==> src/rtl/dw_bscan_tap_ctrl.sv <==
// IEEE 1149.1 TAP controller: 16-state TMS decoder, instruction register, BYPASS/IDCODE
// data registers and the control strobes for a chain of BC_7/BC_2 boundary-scan cells.
module dw_bscan_tap_ctrl #(
  parameter int unsigned          IR_WIDTH   = 4,
  parameter logic [31:0]          IDCODE_VAL = 32'h1000_0001,
  parameter logic [IR_WIDTH-1:0]  OP_EXTEST  = IR_WIDTH'(0),
  parameter logic [IR_WIDTH-1:0]  OP_SAMPLE  = IR_WIDTH'(1),
  parameter logic [IR_WIDTH-1:0]  OP_INTEST  = IR_WIDTH'(2),
  parameter logic [IR_WIDTH-1:0]  OP_IDCODE  = IR_WIDTH'(3)
) (
  input  logic                tck,
  input  logic                trst_n,
  input  logic                tms,
  input  logic                tdi,
  input  logic                bsr_so,
  output logic                shift_dr,
  output logic                capture_en,
  output logic                update_en,
  output logic                mode1,
  output logic                mode2,
  output logic                tdo,
  output logic                tdo_en,
  output logic [3:0]          tap_state,
  output logic [IR_WIDTH-1:0] instr
);

  typedef enum logic [3:0] {
    TLR = 4'hF, RTI = 4'hC, SDS = 4'h7, CDR = 4'h6,
    SDR = 4'h2, E1D = 4'h1, PDR = 4'h3, E2D = 4'h0,
    UDR = 4'h5, SIS = 4'h4, CIR = 4'hE, SIR = 4'hA,
    E1I = 4'h9, PIR = 4'hB, E2I = 4'h8, UIR = 4'hD
  } tap_state_e;

  localparam logic [IR_WIDTH-1:0] IR_CAPTURE = IR_WIDTH'(1);

  tap_state_e          state_q, state_d;
  logic [IR_WIDTH-1:0] ir_shift_q, ir_shift_d;
  logic [IR_WIDTH-1:0] instr_q, instr_d;
  logic                bypass_q, bypass_d;
  logic [31:0]         idcode_q, idcode_d;
  logic                shift_dr_q, shift_dr_d;
  logic                capture_en_q, capture_en_d;
  logic                update_en_q, update_en_d;
  logic                mode1_q, mode1_d;
  logic                mode2_q, mode2_d;
  logic                tdo_q, tdo_d;
  logic                tdo_en_q, tdo_en_d;
  logic                bsr_sel, bsr_sel_d;

  always_comb begin
    state_d = state_q;
    case (state_q)
      TLR: state_d = tms ? TLR : RTI;
      RTI: state_d = tms ? SDS : RTI;
      SDS: state_d = tms ? SIS : CDR;
      SIS: state_d = tms ? TLR : CIR;
      CDR: state_d = tms ? E1D : SDR;
      SDR: state_d = tms ? E1D : SDR;
      E1D: state_d = tms ? UDR : PDR;
      PDR: state_d = tms ? E2D : PDR;
      E2D: state_d = tms ? UDR : SDR;
      UDR: state_d = tms ? SDS : RTI;
      CIR: state_d = tms ? E1I : SIR;
      SIR: state_d = tms ? E1I : SIR;
      E1I: state_d = tms ? UIR : PIR;
      PIR: state_d = tms ? E2I : PIR;
      E2I: state_d = tms ? UIR : SIR;
      UIR: state_d = tms ? SDS : RTI;
    endcase
  end

  // NOTE: every variable gets its hold value first so no path through this block
  // leaves it unassigned -- that is what keeps it from becoming a latch.
  always_comb begin
    ir_shift_d = ir_shift_q;
    instr_d    = instr_q;
    bypass_d   = bypass_q;
    idcode_d   = idcode_q;
    case (state_q)
      CIR: ir_shift_d = IR_CAPTURE;
      SIR: ir_shift_d = {tdi, ir_shift_q[IR_WIDTH-1:1]};
      UIR: instr_d    = ir_shift_q;
      CDR: begin
        bypass_d = 1'b0;
        idcode_d = IDCODE_VAL;
      end
      SDR: begin
        bypass_d = tdi;
        idcode_d = {tdi, idcode_q[31:1]};
      end
      default: ;
    endcase
    if (state_d == TLR) instr_d = OP_IDCODE;
  end

  // Controls are computed from the next state so the registered copies line up
  // with the state they belong to (Moore behaviour without combinational glitches).
  always_comb begin
    bsr_sel_d    = (instr_d == OP_EXTEST) || (instr_d == OP_SAMPLE) || (instr_d == OP_INTEST);
    shift_dr_d   = (state_d == SDR);
    capture_en_d = ~(bsr_sel_d && ((state_d == CDR) || (state_d == SDR)));
    update_en_d  = bsr_sel_d && (state_d == UDR);
    mode1_d      = (instr_d == OP_EXTEST) || (instr_d == OP_INTEST);
    mode2_d      = (instr_d == OP_INTEST);
  end

  // NOTE: sequential state uses non-blocking assignments so all flops sample
  // the pre-edge values of each other, independent of block ordering.
  always_ff @(posedge tck or negedge trst_n) begin
    if (!trst_n) begin
      state_q      <= TLR;
      ir_shift_q   <= IR_CAPTURE;
      instr_q      <= OP_IDCODE;
      bypass_q     <= 1'b0;
      idcode_q     <= IDCODE_VAL;
      shift_dr_q   <= 1'b0;
      capture_en_q <= 1'b1;
      update_en_q  <= 1'b0;
      mode1_q      <= 1'b0;
      mode2_q      <= 1'b0;
    end else begin
      state_q      <= state_d;
      ir_shift_q   <= ir_shift_d;
      instr_q      <= instr_d;
      bypass_q     <= bypass_d;
      idcode_q     <= idcode_d;
      shift_dr_q   <= shift_dr_d;
      capture_en_q <= capture_en_d;
      update_en_q  <= update_en_d;
      mode1_q      <= mode1_d;
      mode2_q      <= mode2_d;
    end
  end

  assign bsr_sel = (instr_q == OP_EXTEST) || (instr_q == OP_SAMPLE) || (instr_q == OP_INTEST);

  always_comb begin
    tdo_d    = tdo_q;
    tdo_en_d = 1'b0;
    case (state_q)
      SIR: begin
        tdo_d    = ir_shift_q[0];
        tdo_en_d = 1'b1;
      end
      SDR: begin
        tdo_en_d = 1'b1;
        if (bsr_sel)                    tdo_d = bsr_so;
        else if (instr_q == OP_IDCODE)  tdo_d = idcode_q[0];
        else                            tdo_d = bypass_q;
      end
      TLR:     tdo_d = 1'b0;
      default: ;
    endcase
  end

  // tdo launches on the falling edge so the bit is stable around the next rising edge.
  always_ff @(negedge tck or negedge trst_n) begin
    if (!trst_n) begin
      tdo_q    <= 1'b0;
      tdo_en_q <= 1'b0;
    end else begin
      tdo_q    <= tdo_d;
      tdo_en_q <= tdo_en_d;
    end
  end

  assign tap_state  = state_q;
  assign instr      = instr_q;
  assign shift_dr   = shift_dr_q;
  assign capture_en = capture_en_q;
  assign update_en  = update_en_q;
  assign mode1      = mode1_q;
  assign mode2      = mode2_q;
  assign tdo        = tdo_q;
  assign tdo_en     = tdo_en_q;

endmodule
==> config.mk <==
export PLATFORM = sky130hd
export DESIGN_NAME = dw_bscan_tap_ctrl
export DESIGN_NICKNAME = d
export VERILOG_FILES = /design/src/rtl/dw_bscan_tap_ctrl.sv
export SDC_FILE = /design/constraint.sdc
export NUM_CORES = 1
export LEC_CHECK = 0
export CAP_MARGIN = 0
export CORE_UTILIZATION = 50
export DETAILED_ROUTE_END_ITERATION = 10
export HOLD_SLACK_MARGIN = 0.03
export PLACE_DENSITY = 0.74
export SLEW_MARGIN = 20
export SYNTH_ARGS = -nofsm -noshare
export SYNTH_HDL_FRONTEND = slang
export SYNTH_SLANG_ARGS = --single-unit
==> constraint.sdc <==
create_clock -name tck -period 1.6 [get_ports tck]
set_input_delay 0.24 -clock tck [delete_from_list [all_inputs] [get_ports tck]]
set_output_delay 0.24 -clock tck [all_outputs]
set_load 0.03 [all_outputs]
==> results.sh <==
export IMPL_synth_seq_cells=51
export IMPL_dp_final_hpwl_um=2695
export IMPL_rsz0062_at_grt="yes"
export IMPL_fin_skew_ns=0.003459
export IMPL_die_area_sq_um=4400
export IMPL_die_x_um=66.34
export IMPL_grt_pass1_wl_um=6824
export IMPL_vias_per_cell=5.751
export IMPL_cts_htree_levels=2
export IMPL_postSynthAreaPerCell_sq_um=12.03
export IMPL_clk_path_buf_depth=2
export IMPL_setup_tns_final_ns=-1.418
export IMPL_start_util_pct=51.74
export IMPL_endpoint_kind="flop"
export IMPL_num_vias=1524
export IMPL_cts_tree="yes"
export IMPL_synthCells=172
export IMPL_synth_cell_types=31
export IMPL_n_antenna_cell=0
export IMPL_coreArea_sq_um=4000
export IMPL_placed_area_sq_um=2456
export IMPL_gp_congestion=0.7868
export IMPL_r2r_slack_ns=-0.53
export IMPL_drv_cap=0
export IMPL_violations="negative setup slack"
export IMPL_worstMarginPinSlew_ns=0.4783
export IMPL_fin_ws_ns=-0.5305
export IMPL_slew_headroom_pct=68.12
export IMPL_setup_viol=6
export IMPL_synth_nets=177
export IMPL_ios=20
export IMPL_ys_warn_count=0
export IMPL_syn2layout_area_growth_pct=29.56
export IMPL_grt_usage_pct=21.18
export IMPL_leakagePower_nw=1.274
export IMPL_start_kind="flop"
export IMPL_portBuffers=19
export IMPL_drtAntennaViolNets=0
export IMPL_nFillCells=300
export IMPL_hold_violations=0
export IMPL_status="complete, but fails checks"
export IMPL_design_area_sq_um=2681
export IMPL_grt_max_degree=40
export IMPL_cts_made_buffers=5
export IMPL_drt_initial_drc_count=66
export IMPL_hold_path_class="in2async"
export IMPL_ir_drop_mv=0.9249
export IMPL_post_route_drc_count=0
export IMPL_synth_mux_area_share_pct=1.995
export IMPL_drt_wirelength_per_cell_um=15.58
export IMPL_grt_pass1_vias=1477
export IMPL_synth_fa_ha_area_share_pct=0
export IMPL_rows=23
export IMPL_antenna_found_initial=0
export IMPL_maxSlewViolCount=0
export IMPL_clk_pin_slew_ns=0.08
export IMPL_required_ns=1.12
export IMPL_fp_dieH_um=66.34
export IMPL_grt_overflow_total=0
export IMPL_yosysSeqAreaShare_pct=62.27
export IMPL_post_route_util_pct=67.03
export IMPL_critical_path_class="reg2reg"
export IMPL_drt_total_wl_um=4129
export IMPL_worstSkewPairLatency_ns=0.30
export IMPL_cts_sinks=51
export IMPL_path_max_fanout=2
export IMPL_drive_gt1_share_pct=28.84
export IMPL_finalNetCount=219
export IMPL_multi_input_comb_area_sq_um=763.2
export IMPL_crit_arrival_ns=1.65
export IMPL_dr_pass1_iters=4
export IMPL_powerDensity_nw_per_um2=1921
export IMPL_synth_simple_gate_area_share_pct=12.09
export IMPL_seqCellArea_sq_um=1289
export IMPL_cts_root_buf="clkbuf_8"
export IMPL_syn_area_sq_um=2069
export IMPL_synth_compound_area_share_pct=20.50
export IMPL_synth_top_family_by_area="compound AO/OA/AOI/OAI gates"
export IMPL_synth_xor_area_share_pct=0
metal layers:
metal | part of all wire [%] | track usage (%) | wire length, um | vias to the layer above
met5 | 0 | 0 | 0 | -
met4 | 2.9 | 9.309 | 121 | 0
met3 | 3.1 | 5.345 | 129 | 14
met2 | 51 | 35.20 | 2108 | 35
met1 | 43 | 25.94 | 1769 | 769
li1 | - | - | - | 706
logic make-up (layout without fill, tap and decap cells):
kind of cell / Yosys count / after routing
AOI/OAI and AO/OA: 54 / 54
buffers and inverters: 16 / 59
DFF: 51 / 51
muxes: 4 / 4
and+or+nand+nor: 47 / 47
cells in the final DEF, fill, tap and decap left out, types with 3 or more instances in the layout:
cell type / Yosys / final
buf_6: 0 / 7
dlygate4sd2_1: 0 / 3
a22o_1: 30 / 30
clkdlybuf4s50_1: 0 / 7
o21ai_0: 3 / 3
clkbuf_8: 0 / 5
nand2b_1: 7 / 6
o21ai_1: 4 / 4
a211o_1: 4 / 4
nand2_1: 12 / 12
dfrtp_1: 39 / 39
inv_1: 3 / 3
mux2i_1: 3 / 3
buf_4: 0 / 24
nand3_1: 4 / 4
nor2_1: 13 / 13
a21oi_1: 6 / 6
dfstp_2: 10 / 10
flip-flops by register name (all words and copies together), names as in the netlist, 4 cells and up:
register    cells
idcode_q       31
instr           4
ir_shift_q      4
tap_state       4
repair_timing:
action	4_1_cts	5_1_grt
hold buffers	1	0
endpoints found under the setup margin	18	10
gates resized for setup	14	6
hold endpoints to repair	4	0
pin swaps	6	1
buffers inserted	3	3
critical path: stages, from the launching register on:
cell and delay (ns):
dfstp_2 0.56, nand2b_4 0.05, or3_4 0.33, a211o_1 0.24, a31oi_2 0.17
report_power, final:
group / internal (mW) / total (mW) / switching [mW]
Combinational: 1.12 / 2.43 / 1.31
Clock: 0.466 / 0.859 / 0.393
Sequential: 1.66 / 1.86 / 0.206
cell type report:
type | instances | area share (%)
clock inverters | 2 | 1.400
clock buffers | 6 | 2.706
flip-flops and latches | 51 | 48.06
repair buffers | 48 | 16.61
multi-input cells | 105 | 28.46
well taps | 50 | 2.333
inverters | 3 | 0.4200
synth_stat cells:
cell type | n | area share, %
dfrtp_1 | 39 | 47
a22o_1 | 30 | 13
nor2_1 | 13 | 2.4
nand2_1 | 12 | 2.2
dfstp_2 | 10 | 13
clkbuf_1 | 7 | 1.3
nand2b_1 | 7 | 2.1
a21oi_1 | 6 | 1.5
a211o_1 | 4 | 1.7
buf_2 | 4 | 0.97
nand3_1 | 4 | 0.97
o21ai_1 | 4 | 0.97
inv_1 | 3 | 0.54
mux2i_1 | 3 | 1.5
nor3_1 | 3 | 0.73
o21ai_0 | 3 | 0.73
a21oi_2 | 2 | 0.85
buf_1 | 2 | 0.36
dfrtn_1 | 2 | 2.4
o22a_1 | 2 | 0.85
or3_1 | 2 | 0.60
a2111o_1 | 1 | 0.54
a31oi_1 | 1 | 0.30
a32oi_1 | 1 | 0.42
mux2_2 | 1 | 0.54
nand3b_1 | 1 | 0.36
nand4_1 | 1 | 0.30
nand4b_4 | 1 | 1.1
nor4_1 | 1 | 0.30
nor4b_2 | 1 | 0.73
or2_1 | 1 | 0.30
path summary, 6_finish.rpt:
check,from,endpoint,cells after the start
hold / removal,trst_n,ir_shift_q[1],2
setup reg to reg,tap_state[1],tdo,4
setup / recovery,tap_state[1],tdo,4
max in group asynchronous,trst_n,tdo_en,2
hold reg to reg,idcode_q[3],idcode_q[3],1
min in group tck,idcode_q[3],idcode_q[3],1
per-stage QoR:
| step | setup WS [ns] | cells | hold slack (ns) | power, mW |
|---|---|---|---|---|
| after CTS | -0.5522 | 262 | 0.3477 | 5.022 |
| after global placement | -0.4850 | 250 | 0.1351 | 3.948 |
| after global routing | -0.5944 | 265 | 0.3773 | 5.438 |
| after detailed placement | -0.5409 | 250 | 0.1402 | 4.040 |
| after floorplan | -0.6147 | 172 | -0.05559 | 3.189 |
| final | -0.5305 | 265 | 0.3415 | 5.150 |
Power figures use the tool's default switching activity.
